`src/rtl/adjust_sched_if.sv`:
```
// Key/select inputs and pulse/level outputs of adjust_sched; master is the board/SW side, slave the scheduler.
interface adjust_sched_if #(
  parameter int NUM_FILTERS = 4
);
  localparam int SW = (NUM_FILTERS > 1) ? $clog2(NUM_FILTERS) : 1;

  logic                   enable;
  logic                   frame_en;
  logic                   key_inc_n;
  logic                   key_dec_n;
  logic [SW-1:0]          sel;
  logic [NUM_FILTERS-1:0] inc;
  logic [NUM_FILTERS-1:0] dec;
  logic [3:0]             level;
  logic                   pending;

  modport master (
    output enable, frame_en, key_inc_n, key_dec_n, sel,
    input  inc, dec, level, pending
  );

  modport slave (
    input  enable, frame_en, key_inc_n, key_dec_n, sel,
    output inc, dec, level, pending
  );
endinterface

```
`src/rtl/adjust_sched.sv`:
```
// adjust_sched: debounced adjust keys -> frame-aligned one-hot inc/dec pulses with saturating per-filter levels; AUTOREPEAT_EN adds key auto-repeat.
// Latency: pulse on the first frame_en after the press event; no backpressure, presses during pend/issue are dropped or cancel.
module adjust_sched #(
  parameter int DEBOUNCE_CYCLES = 16,
  parameter int NUM_FILTERS     = 4,
  parameter int LEVEL_MAX       = 7,
  parameter int LEVEL_DEFAULT   = 4,
  parameter int REPEAT_DELAY    = 64,
  parameter int REPEAT_PERIOD   = 32
) (
  input  logic          clk,
  input  logic          rst,
  adjust_sched_if.slave sif
);
  localparam int SW = (NUM_FILTERS > 1) ? $clog2(NUM_FILTERS) : 1;
  localparam int CW = $clog2(DEBOUNCE_CYCLES);
  localparam logic [CW-1:0] CNT_LAST = CW'(DEBOUNCE_CYCLES - 1);
  localparam logic [3:0]    LV_MAX   = 4'(LEVEL_MAX);
  localparam logic [3:0]    LV_DEF   = 4'(LEVEL_DEFAULT);

  typedef enum logic [1:0] {IDLE, PEND_INC, PEND_DEC, ISSUE} state_t;

  // Index 0 is the increase key, index 1 the decrease key; 1 means pressed.
  logic [1:0]    raw;
  logic [1:0]    sync1, sync2, stable, press_ev, key_ev;
  logic [CW-1:0] db_cnt [2];

  assign raw = {~sif.key_dec_n, ~sif.key_inc_n};

  always_ff @(posedge clk) begin
    if (rst) begin
      sync1    <= '0;
      sync2    <= '0;
      stable   <= '0;
      press_ev <= '0;
      for (int k = 0; k < 2; k++) db_cnt[k] <= '0;
    end else begin
      sync1 <= raw;
      sync2 <= sync1;
      for (int k = 0; k < 2; k++) begin
        press_ev[k] <= sync2[k] && !stable[k] && (db_cnt[k] == CNT_LAST);
        if (sync2[k] != stable[k]) begin
          if (db_cnt[k] == CNT_LAST) begin
            stable[k] <= sync2[k];
            db_cnt[k] <= '0;
          end else begin
            db_cnt[k] <= db_cnt[k] + 1'b1;
          end
        end else begin
          db_cnt[k] <= '0;
        end
      end
    end
  end

`ifdef AUTOREPEAT_EN
  localparam int RW = $clog2(REPEAT_DELAY + 1);
  logic [RW-1:0] rpt_cnt [2];
  logic [1:0]    rpt_ev;

  // Reload to DELAY-PERIOD so every later repeat lands PERIOD cycles apart.
  always_ff @(posedge clk) begin
    if (rst) begin
      rpt_ev <= '0;
      for (int k = 0; k < 2; k++) rpt_cnt[k] <= '0;
    end else begin
      for (int k = 0; k < 2; k++) begin
        rpt_ev[k] <= 1'b0;
        if (!stable[k] || !sif.enable) begin
          rpt_cnt[k] <= '0;
        end else if (rpt_cnt[k] == RW'(REPEAT_DELAY - 1)) begin
          rpt_ev[k]  <= 1'b1;
          rpt_cnt[k] <= RW'(REPEAT_DELAY - REPEAT_PERIOD);
        end else begin
          rpt_cnt[k] <= rpt_cnt[k] + 1'b1;
        end
      end
    end
  end

  assign key_ev = press_ev | rpt_ev;
`else
  assign key_ev = press_ev;
`endif

  // Coincident inc and dec events cancel each other.
  logic ev_inc, ev_dec;
  assign ev_inc = key_ev[0] & ~key_ev[1];
  assign ev_dec = key_ev[1] & ~key_ev[0];

  state_t                 state, state_nxt;
  logic [SW-1:0]          tgt, tgt_nxt;
  logic                   go_inc, go_dec;
  logic [3:0]             levels [NUM_FILTERS];
  logic [NUM_FILTERS-1:0] inc_q, dec_q;

  always_ff @(posedge clk) begin
    if (rst) begin
      state <= IDLE;
      tgt   <= '0;
    end else begin
      state <= state_nxt;
      tgt   <= tgt_nxt;
    end
  end

  always_comb begin
    state_nxt = state;
    tgt_nxt   = tgt;
    go_inc    = 1'b0;
    go_dec    = 1'b0;
    if (!sif.enable) begin
      state_nxt = IDLE;
    end else begin
      case (state)
        IDLE: begin
          if (ev_inc) begin
            state_nxt = PEND_INC;
            tgt_nxt   = sif.sel;
          end else if (ev_dec) begin
            state_nxt = PEND_DEC;
            tgt_nxt   = sif.sel;
          end
        end
        PEND_INC: begin
          if (ev_dec) begin
            state_nxt = IDLE;
          end else if (sif.frame_en) begin
            if (levels[tgt] == LV_MAX) begin
              state_nxt = IDLE;
            end else begin
              state_nxt = ISSUE;
              go_inc    = 1'b1;
            end
          end
        end
        PEND_DEC: begin
          if (ev_inc) begin
            state_nxt = IDLE;
          end else if (sif.frame_en) begin
            if (levels[tgt] == 4'd0) begin
              state_nxt = IDLE;
            end else begin
              state_nxt = ISSUE;
              go_dec    = 1'b1;
            end
          end
        end
        default: state_nxt = IDLE;
      endcase
    end
  end

  always_ff @(posedge clk) begin
    if (rst) begin
      inc_q <= '0;
      dec_q <= '0;
      for (int i = 0; i < NUM_FILTERS; i++) levels[i] <= LV_DEF;
    end else begin
      inc_q <= go_inc ? (NUM_FILTERS'(1) << tgt) : '0;
      dec_q <= go_dec ? (NUM_FILTERS'(1) << tgt) : '0;
      if (go_inc) levels[tgt] <= levels[tgt] + 4'd1;
      if (go_dec) levels[tgt] <= levels[tgt] - 4'd1;
    end
  end

  assign sif.inc     = inc_q;
  assign sif.dec     = dec_q;
  assign sif.level   = levels[sif.sel];
  assign sif.pending = (state == PEND_INC) || (state == PEND_DEC);
endmodule

```
`src/flat_wrapper.sv`:
```
// flat-port wrapper written by rule: the top's interface ports become plain ports
module adjust_sched_flat 
#(
  parameter int DEBOUNCE_CYCLES = 16,
  parameter int NUM_FILTERS     = 4,
  parameter int LEVEL_MAX       = 7,
  parameter int LEVEL_DEFAULT   = 4,
  parameter int REPEAT_DELAY    = 64,
  parameter int REPEAT_PERIOD   = 32
)
  (clk, rst, sif_enable, sif_frame_en, sif_key_inc_n, sif_key_dec_n, sif_sel, sif_inc, sif_dec, sif_level, sif_pending);
  adjust_sched_if #(.NUM_FILTERS(NUM_FILTERS)) sif_i ();
  input  logic clk;
  input  logic rst;
  input wire logic [$bits(sif_i.enable)-1:0] sif_enable;
  input wire logic [$bits(sif_i.frame_en)-1:0] sif_frame_en;
  input wire logic [$bits(sif_i.key_inc_n)-1:0] sif_key_inc_n;
  input wire logic [$bits(sif_i.key_dec_n)-1:0] sif_key_dec_n;
  input wire logic [$bits(sif_i.sel)-1:0] sif_sel;
  output wire logic [$bits(sif_i.inc)-1:0] sif_inc;
  output wire logic [$bits(sif_i.dec)-1:0] sif_dec;
  output wire logic [$bits(sif_i.level)-1:0] sif_level;
  output wire logic [$bits(sif_i.pending)-1:0] sif_pending;
  assign sif_i.enable = sif_enable;
  assign sif_i.frame_en = sif_frame_en;
  assign sif_i.key_inc_n = sif_key_inc_n;
  assign sif_i.key_dec_n = sif_key_dec_n;
  assign sif_i.sel = sif_sel;
  assign sif_inc = sif_i.inc;
  assign sif_dec = sif_i.dec;
  assign sif_level = sif_i.level;
  assign sif_pending = sif_i.pending;
  adjust_sched #(.DEBOUNCE_CYCLES(DEBOUNCE_CYCLES), .NUM_FILTERS(NUM_FILTERS), .LEVEL_MAX(LEVEL_MAX), .LEVEL_DEFAULT(LEVEL_DEFAULT), .REPEAT_DELAY(REPEAT_DELAY), .REPEAT_PERIOD(REPEAT_PERIOD)) u_core (.clk(clk), .rst(rst), .sif(sif_i));
endmodule
```
`config.mk`:
```
export PLATFORM = sky130hd
export DESIGN_NAME = adjust_sched_flat
export DESIGN_NICKNAME = d
export VERILOG_FILES = /design/src/rtl/adjust_sched_if.sv /design/src/rtl/adjust_sched.sv /design/src/flat_wrapper.sv
export SDC_FILE = /design/constraint.sdc
export NUM_CORES = 1
export LEC_CHECK = 0
export CAP_MARGIN = 40
export CORE_MARGIN = 3
export CORE_UTILIZATION = 45
export DETAILED_ROUTE_END_ITERATION = 10
export PLACE_DENSITY = 0.76
export SYNTH_ARGS = -nofsm -noshare
export SYNTH_HDL_FRONTEND = slang
export SYNTH_SLANG_ARGS = --single-unit
```
`constraint.sdc`:
```
create_clock -name clk -period 4.28 [get_ports clk]
set_input_delay 0.856 -clock clk [delete_from_list [all_inputs] [get_ports clk]]
set_output_delay 0.856 -clock clk [all_outputs]
set_load 0.02 [all_outputs]
```
==> results of run 1 <==
## worst max path at each step
stage | startpoint | endpoint | slack (ps) | cells after the start
finish | flip-flop | u_core.levels[2][3]$_SDFFCE_PN0P_ | 690 | 10
global route | flip-flop | u_core.levels[2][3]$_SDFFCE_PN0P_ | 470 | 10
CTS | flip-flop | u_core.levels[2][3]$_SDFFCE_PN0P_ | 670 | 10
detailed placement | sif_enable | u_core.levels[2][3]$_SDFFCE_PN0P_ | 460 | 11
global placement | sif_enable | u_core.levels[1][3]$_SDFFCE_PN0P_ | 540 | 11
floorplan | flip-flop | u_core.levels[1][3]$_SDFFCE_PN0P_ | 1050 | 12
## cell families (layout without fill, tap and decap cells)
kind of cell | after synthesis | count (layout) | share of synthesized area (%)
XOR/XNOR | 5 | 5 | 1.91
adder cells (fa/ha/maj) | 13 | 13 | 7.40
multiplexers | 12 | 12 | 9.69
buffers and inverters | 18 | 39 | 3.76
flip-flops | 46 | 46 | 50.5
AND/OR/NAND/NOR | 78 | 78 | 19.3
other | 1 | 8 | 0.163
AO/OA/AOI/OAI | 26 | 26 | 7.29
## cell usage after synthesis (all sizes together) (2+ instances only)
cell and number:
o21ai 6, dfxtp 22, nand2 10, xnor2 3, nand3b 3, and2 6, nor2b 6, edfxtp 24
clkbuf 5, nor2 21, ha 12, nor3b 2, buf 3, a21oi 8, or2 3, xor2 2
nor3 5, mux4 8, mux2i 2, and3 3, a21o 6, nand2b 6, mux2 2, nand3 9
inv 10
## routing by layer
metal  routed length (µm)  vias to the layer above
li1                     -                      753
met1                 1900                      714
met2                 1980                       27
met3                  173                        6
met4                   57                        0
met5                    0                        -
## per-stage QoR
stage | util (%) | hold slack (ps)
6_report | 55.5 | 440
5_1_grt | 55.5 | 453
3_3_place_gp | 53.3 | 424
3_5_place_dp | 53.3 | 424
2_1_floorplan | - | 414
4_1_cts | 55.5 | 443
## flip-flops by register name, indices dropped and copies added, names as in the netlist, named ones only
register	flops
u_core.sif.inc	4
u_core.sync1	2
u_core.levels	16
u_core.tgt	2
u_core.db_cnt	8
u_core.sif.dec	4
u_core.stable	2
u_core.key_ev	2
u_core.state	2
u_core.sync2	2
## power by group
group          internal (mW)  switching [mW]  leakage (nW)  total [mW]
sequential             0.472         0.00543         0.411       0.477
combinational         0.0238          0.0232         0.550      0.0469
clock                  0.172           0.136        0.0528       0.308
total                  0.668           0.165          1.01       0.832
## area by class of cell
| type | instances | area (µm²) | area share, % |
|---|---|---|---|
| inverter | 10 | 37.5 | 1.40 |
| tap | 67 | 83.8 | 3.14 |
| sequential | 46 | 1160 | 43.4 |
| timing repair buffer | 21 | 208 | 7.77 |
| clock buffer | 6 | 72.6 | 2.71 |
| multi-input combinational | 142 | 1080 | 40.3 |
| clock inverter | 2 | 33.8 | 1.26 |
## critical path: cells and delay by family, from the launching register on
kind / cells / cell delay, ps
AOI/OAI and AO/OA: 4 / 1050
adders and majority gates: 1 / 290
buffers and inverters: 1 / 120
DFF: 1 / 520
muxes: 1 / 630
and+or+nand+nor: 3 / 830
==> impl_metrics.tcl, run 1 <==
set metrics [dict create \
    status "finished clean" \
    dr_total_vias 1500 \
    fin_worst_skew_ps 6.84 \
    finish.net_count 247 \
    power_density_mw_per_mm2 311 \
    synth_top_cells_by_area "sky130_fd_sc_hd__edfxtp_1, sky130_fd_sc_hd__dfxtp_1, sky130_fd_sc_hd__mux4_2" \
    final.setup.tns_ps 0 \
    grt_max_degree 20 \
    numCtsBuffers 5 \
    io_buffer_count 20 \
    synth_seq_area_share_pct 50.5 \
    gr-usage-all-layers_pct 14.8 \
    antenna_found_initial 0 \
    setup_violations 0 \
    synthDominantCellAreaShare_pct 31.4 \
    grt_pass1_wl_um 6950 \
    timing.max_cap.violations 0 \
    hold_class "flip-flop to flip-flop" \
    synth.lib_cells_used.distinct 42 \
    vdd.ir_drop.worst_uv 164 \
    design.core.area_mm2 0.00482 \
    fp-row-count 25 \
    arr_time_crit_path_ps 3740 \
    async_reset_ff_share_pct 0 \
    rr_endpoint "u_core.levels[2][3]$_SDFFCE_PN0P_" \
    grtUsageMet3_pct 4.52 \
    post_cts_buffers 0 \
    timing.final.ws_setup_ps 685 \
    cp_slowest_stage_delay_ps 630 \
    synth_cells 199 \
    most_used_cells_in_the_layout_excluding_fill_and_tap_cells "sky130_fd_sc_hd__edfxtp_1, sky130_fd_sc_hd__dfxtp_1, sky130_fd_sc_hd__nor2_1, sky130_fd_sc_hd__clkdlybuf4s50_1, sky130_fd_sc_hd__ha_1" \
    drtAntennaViolNets 0 \
    synth_edf_count 24 \
    drc 0 \
    commonest_non_fill_non_tap_cell_in_the_layout "sky130_fd_sc_hd__edfxtp_1" \
    worstPathRequired_ps 4430 \
    clockRootBuffer "sky130_fd_sc_hd__clkbuf_8" \
    cts_resized 0 \
    first_pass_iters 4 \
    timing.hold.worst_endpoint "u_core.sync2[1]$_SDFF_PP0_" \
    initial_utilization_pct 47.7 \
    final_hold_viol_count 0 \
    first_global_vias 1524 \
    floorplan.die.height_um 77.5 \
    area_of_placed_instances_mm2 0.00257 \
    achievable-frequency_mhz 278 \
    drt-wirelength-per-cell_um 14.0 \
    cts.htree.levels 2 \
    worstSkewPairLatency_ps 290 \
    critical-path-slowest-cell "sky130_fd_sc_hd__mux4_2" \
    avgViaCountPerCell 5.10 \
    yosysTopAreaCell "sky130_fd_sc_hd__edfxtp_1" \
    setup_slack_of_the_most_critical_reg_to_reg_path_ps 690 \
    syn2layout_area_growth_pct 16.3 \
    layout-drive-gt1-share_pct 10.1 \
    die_area_mm2 0.00600 \
    grt.busiest_layer "met2" \
    layout.filler_cells 434 \
    grt_overflow_total 0 \
    initial_drt_markers 54 \
    yosysWarningCount 0 \
    ys_ff_latch 46 \
    crit_fanout 7 \
    min_period_ps 3590 \
    dpl.cell_count 286 \
    clock_tree_sinks 46 \
    post_synthesis_instance_area_mm2 0.00230 \
    final_cells 294 \
    clkTransAtPathRegs_ps 80 \
    leading_register_cell_type_out_of_synthesis "sky130_fd_sc_hd__edfxtp_1" \
    stdcell_area_mm2 0.00267 \
    drv_slew 0 \
    critPathCaptureType "flip-flop" \
    crit_path_cell_trace "mux4_2, nor4_4, or2_2, inv_1, ha_1, and2_1, a221o_1, a211o_1, a21o_1, a21oi_1" \
    boundaryPins 21 \
    gp_routability_congestion 0.815 \
    grt_use_met2_pct 24.4 \
    drt_wl_total_um 4110 \
    syn_avg_cell_area_um2 11.6 \
    worst_hold_startpoint "u_core.sync1[1]$_SDFF_PP0_" \
    dieWidth_um 77.5 \
    post-dp-hpwl_um 3050 \
    timing.critical_path.from_type "flip-flop" \
    post-layout-total-power_uw 832 \
    num_antenna_cells 0 \
    leakagePower_nw 1.01 \
    reg2reg_depth 10 \
    timing.final.crit_share_pct 84.0 \
    ctsHoldBuffers 0 \
    number_of_cells_on_the_worst_hold_path 1 \
    grt_use_met1_pct 18.7 \
    tritoncts "built" \
    critical_path_class "flip-flop to flip-flop" \
    unrepaired_setup_endpoints_after_global_routing "no" \
    preCtsSetupSlack_ps 458 \
    cts_buffer_depth 2 \
]
Note: power is estimated with default switching activity, not from simulation.
==> run 2, diff against run 1 <==
- clock period: 4.28 -> 3.36 ns (I/O delays scaled with it)
==> impl_metrics.tcl, run 2 (same netlist as run 1, synthesis figures left out) <==
set metrics [dict create \
    vdd.ir_drop.worst_uv 287 \
    avgViaCountPerCell 5.17 \
    dr_total_vias 1547 \
    drt-wirelength-per-cell_um 14.0 \
    min_period_ps 3210 \
    drtAntennaViolNets 0 \
    drv_slew 0 \
    crit_fanout 6 \
    critical-path-slowest-cell "sky130_fd_sc_hd__mux4_2" \
    achievable-frequency_mhz 311 \
    finish.net_count 252 \
    layout.filler_cells 439 \
    power.combinational.fraction_pct 6.3 \
    seqCellArea_mm2 0.00116 \
    hold_class "flip-flop to flip-flop" \
    num_antenna_cells 0 \
    clockRootBuffer "sky130_fd_sc_hd__clkbuf_8" \
    timing.final.crit_share_pct 95.5 \
    arr_time_crit_path_ps 3350 \
    commonest_non_fill_non_tap_cell_in_the_layout "sky130_fd_sc_hd__edfxtp_1" \
    first_pass_iters 4 \
    power_frac_seq_pct 61.9 \
    gp_routability_congestion 0.802 \
    initial_utilization_pct 47.7 \
    cp_slowest_stage_delay_ps 610 \
    multi_input_comb_area_mm2 0.00108 \
    worstSkewPairLatency_ps 290 \
    design.core.area_mm2 0.00482 \
    worstPathRequired_ps 3500 \
    timing.max_cap.violations 0 \
    reg2reg_depth 10 \
    finalHoldWorstSlack_ps 453 \
    first_global_vias 1565 \
    status "finished clean" \
    final_hold_viol_count 0 \
    number_of_cells_on_the_worst_hold_path 1 \
    preCtsSetupSlack_ps -99.3 \
    critPathCaptureType "flip-flop" \
    initial_drt_markers 98 \
    antenna_found_initial 0 \
    area_of_placed_instances_mm2 0.00260 \
    clkPwrFrac_pct 31.8 \
    grt_overflow_total 0 \
    largest_register_ffs 16 \
    grt_max_degree 20 \
    cts_buffer_depth 2 \
    net_sw_share_pct 21.0 \
    internal-power_uw 775 \
    boundaryPins 21 \
    ctsHoldBuffers 0 \
    gr-usage-all-layers_pct 15.6 \
    drt_wl_total_um 4180 \
    grt_pass1_wl_um 7250 \
    timing.final.ws_setup_ps 150 \
    clock_tree_sinks 46 \
    fp-row-count 25 \
    fin_worst_skew_ps 7.00 \
    setup_violations 0 \
    drc 0 \
    final.setup.tns_ps 0 \
    layout-drive-gt1-share_pct 12.5 \
    stdcell_area_mm2 0.00269 \
    numCtsBuffers 5 \
    post-dp-hpwl_um 3240 \
    unrepaired_setup_endpoints_after_global_routing "no" \
    dieWidth_um 77.5 \
    crit_path_cell_trace "mux4_2, nor4_4, or2_2, inv_1, ha_1, and2_1, a221o_1, a211o_1, a21o_1, a21oi_1" \
    clkTransAtPathRegs_ps 80 \
    tritoncts "built" \
    switching_power_uw 207 \
    timing.critical_path.from_type "flip-flop" \
    cts.htree.levels 2 \
    largest_register "u_core.levels" \
    floorplan.die.height_um 77.5 \
    syn2layout_area_growth_pct 16.9 \
    power_density_mw_per_mm2 365 \
    largest_registers "u_core.levels x16, u_core.db_cnt x8" \
    critical_path_class "flip-flop to flip-flop" \
    leakagePower_nw 1.03 \
    io_buffer_count 20 \
    most_used_cells_in_the_layout_excluding_fill_and_tap_cells "sky130_fd_sc_hd__edfxtp_1, sky130_fd_sc_hd__nor2_1, sky130_fd_sc_hd__dfxtp_1, sky130_fd_sc_hd__clkdlybuf4s50_1, sky130_fd_sc_hd__ha_1" \
    die_area_mm2 0.00600 \
]
## run 2: cell types whose count changed in the layout (fill, tap and decap cells not counted)
| cell | before | now |
|---|---|---|
| sky130_fd_sc_hd__buf_4 | 1 | 6 |
| sky130_fd_sc_hd__bufinv_16 | 1 | 0 |
| sky130_fd_sc_hd__clkinv_2 | 0 | 1 |
| sky130_fd_sc_hd__dfxtp_1 | 22 | 21 |
| sky130_fd_sc_hd__dfxtp_2 | 0 | 1 |
## run 2: worst max-delay path, delay by kind of cell (launching register included)
family          cells  cell delay (ps)
mux                 1              610
simple gates        3              620
flops               1              430
fa+ha+maj           1              270
buf+inv             1               50
compound gates      4             1080
## run 2: area by class of cell
cell class / count / share of cell area [%]
Clock inverter: 2 / 0.326
Multi-Input combinational cell: 142 / 40.1
Clock buffer: 6 / 2.70
Timing Repair Buffer: 26 / 9.12
Tap cell: 67 / 3.12
Sequential cell: 46 / 43.2
Inverter: 10 / 1.40
## run 2: timing repair
item	in CTS	in global routing
buffers inserted	0	1
gates resized for setup	1	0
endpoints found under the setup margin	1	1
cloned	0	0
pin swaps	0	0
## run 2: routing by layer
metal,global-route usage [%],routed length [µm],vias to the layer above
met5,0,0,-
met4,6.94,85,0
met3,3.71,275,7
met2,25.1,1980,39
met1,19.8,1840,736
li1,-,-,765
## run 2: per-stage QoR
step | cells | power [mW] | util, %
6_report | 299 | 0.982 | 55.8
5_1_grt | 299 | 1.03 | 55.8
4_1_cts | 298 | 0.992 | 55.6
3_5_place_dp | 290 | 0.682 | 53.9
3_3_place_gp | 290 | 0.680 | 53.9
2_1_floorplan | 206 | 0.656 | -
## run 2: power by group through the flow
stage | clock (mW) | combinational [mW] | sequential, mW
6_report | 0.312 | 0.0616 | 0.608
5_1_grt | 0.349 | 0.0678 | 0.610
4_1_cts | 0.322 | 0.0614 | 0.608
3_5_place_dp | 0 | 0.0609 | 0.621
3_3_place_gp | 0 | 0.0596 | 0.620
2_1_floorplan | 0 | 0.0383 | 0.618
## run 2: path summary, 6_finish.rpt
kind | to | slack (ps) | start
max | u_core.levels[2][3]$_SDFFCE_PN0P_ | 150 | flip-flop
min | u_core.sync2[0]$_SDFF_PP0_ | 450 | u_core.sync1[0]$_SDFF_PP0_
max reg2reg | u_core.levels[2][3]$_SDFFCE_PN0P_ | 150 | flip-flop
min reg2reg | u_core.sync2[0]$_SDFF_PP0_ | 450 | u_core.sync1[0]$_SDFF_PP0_
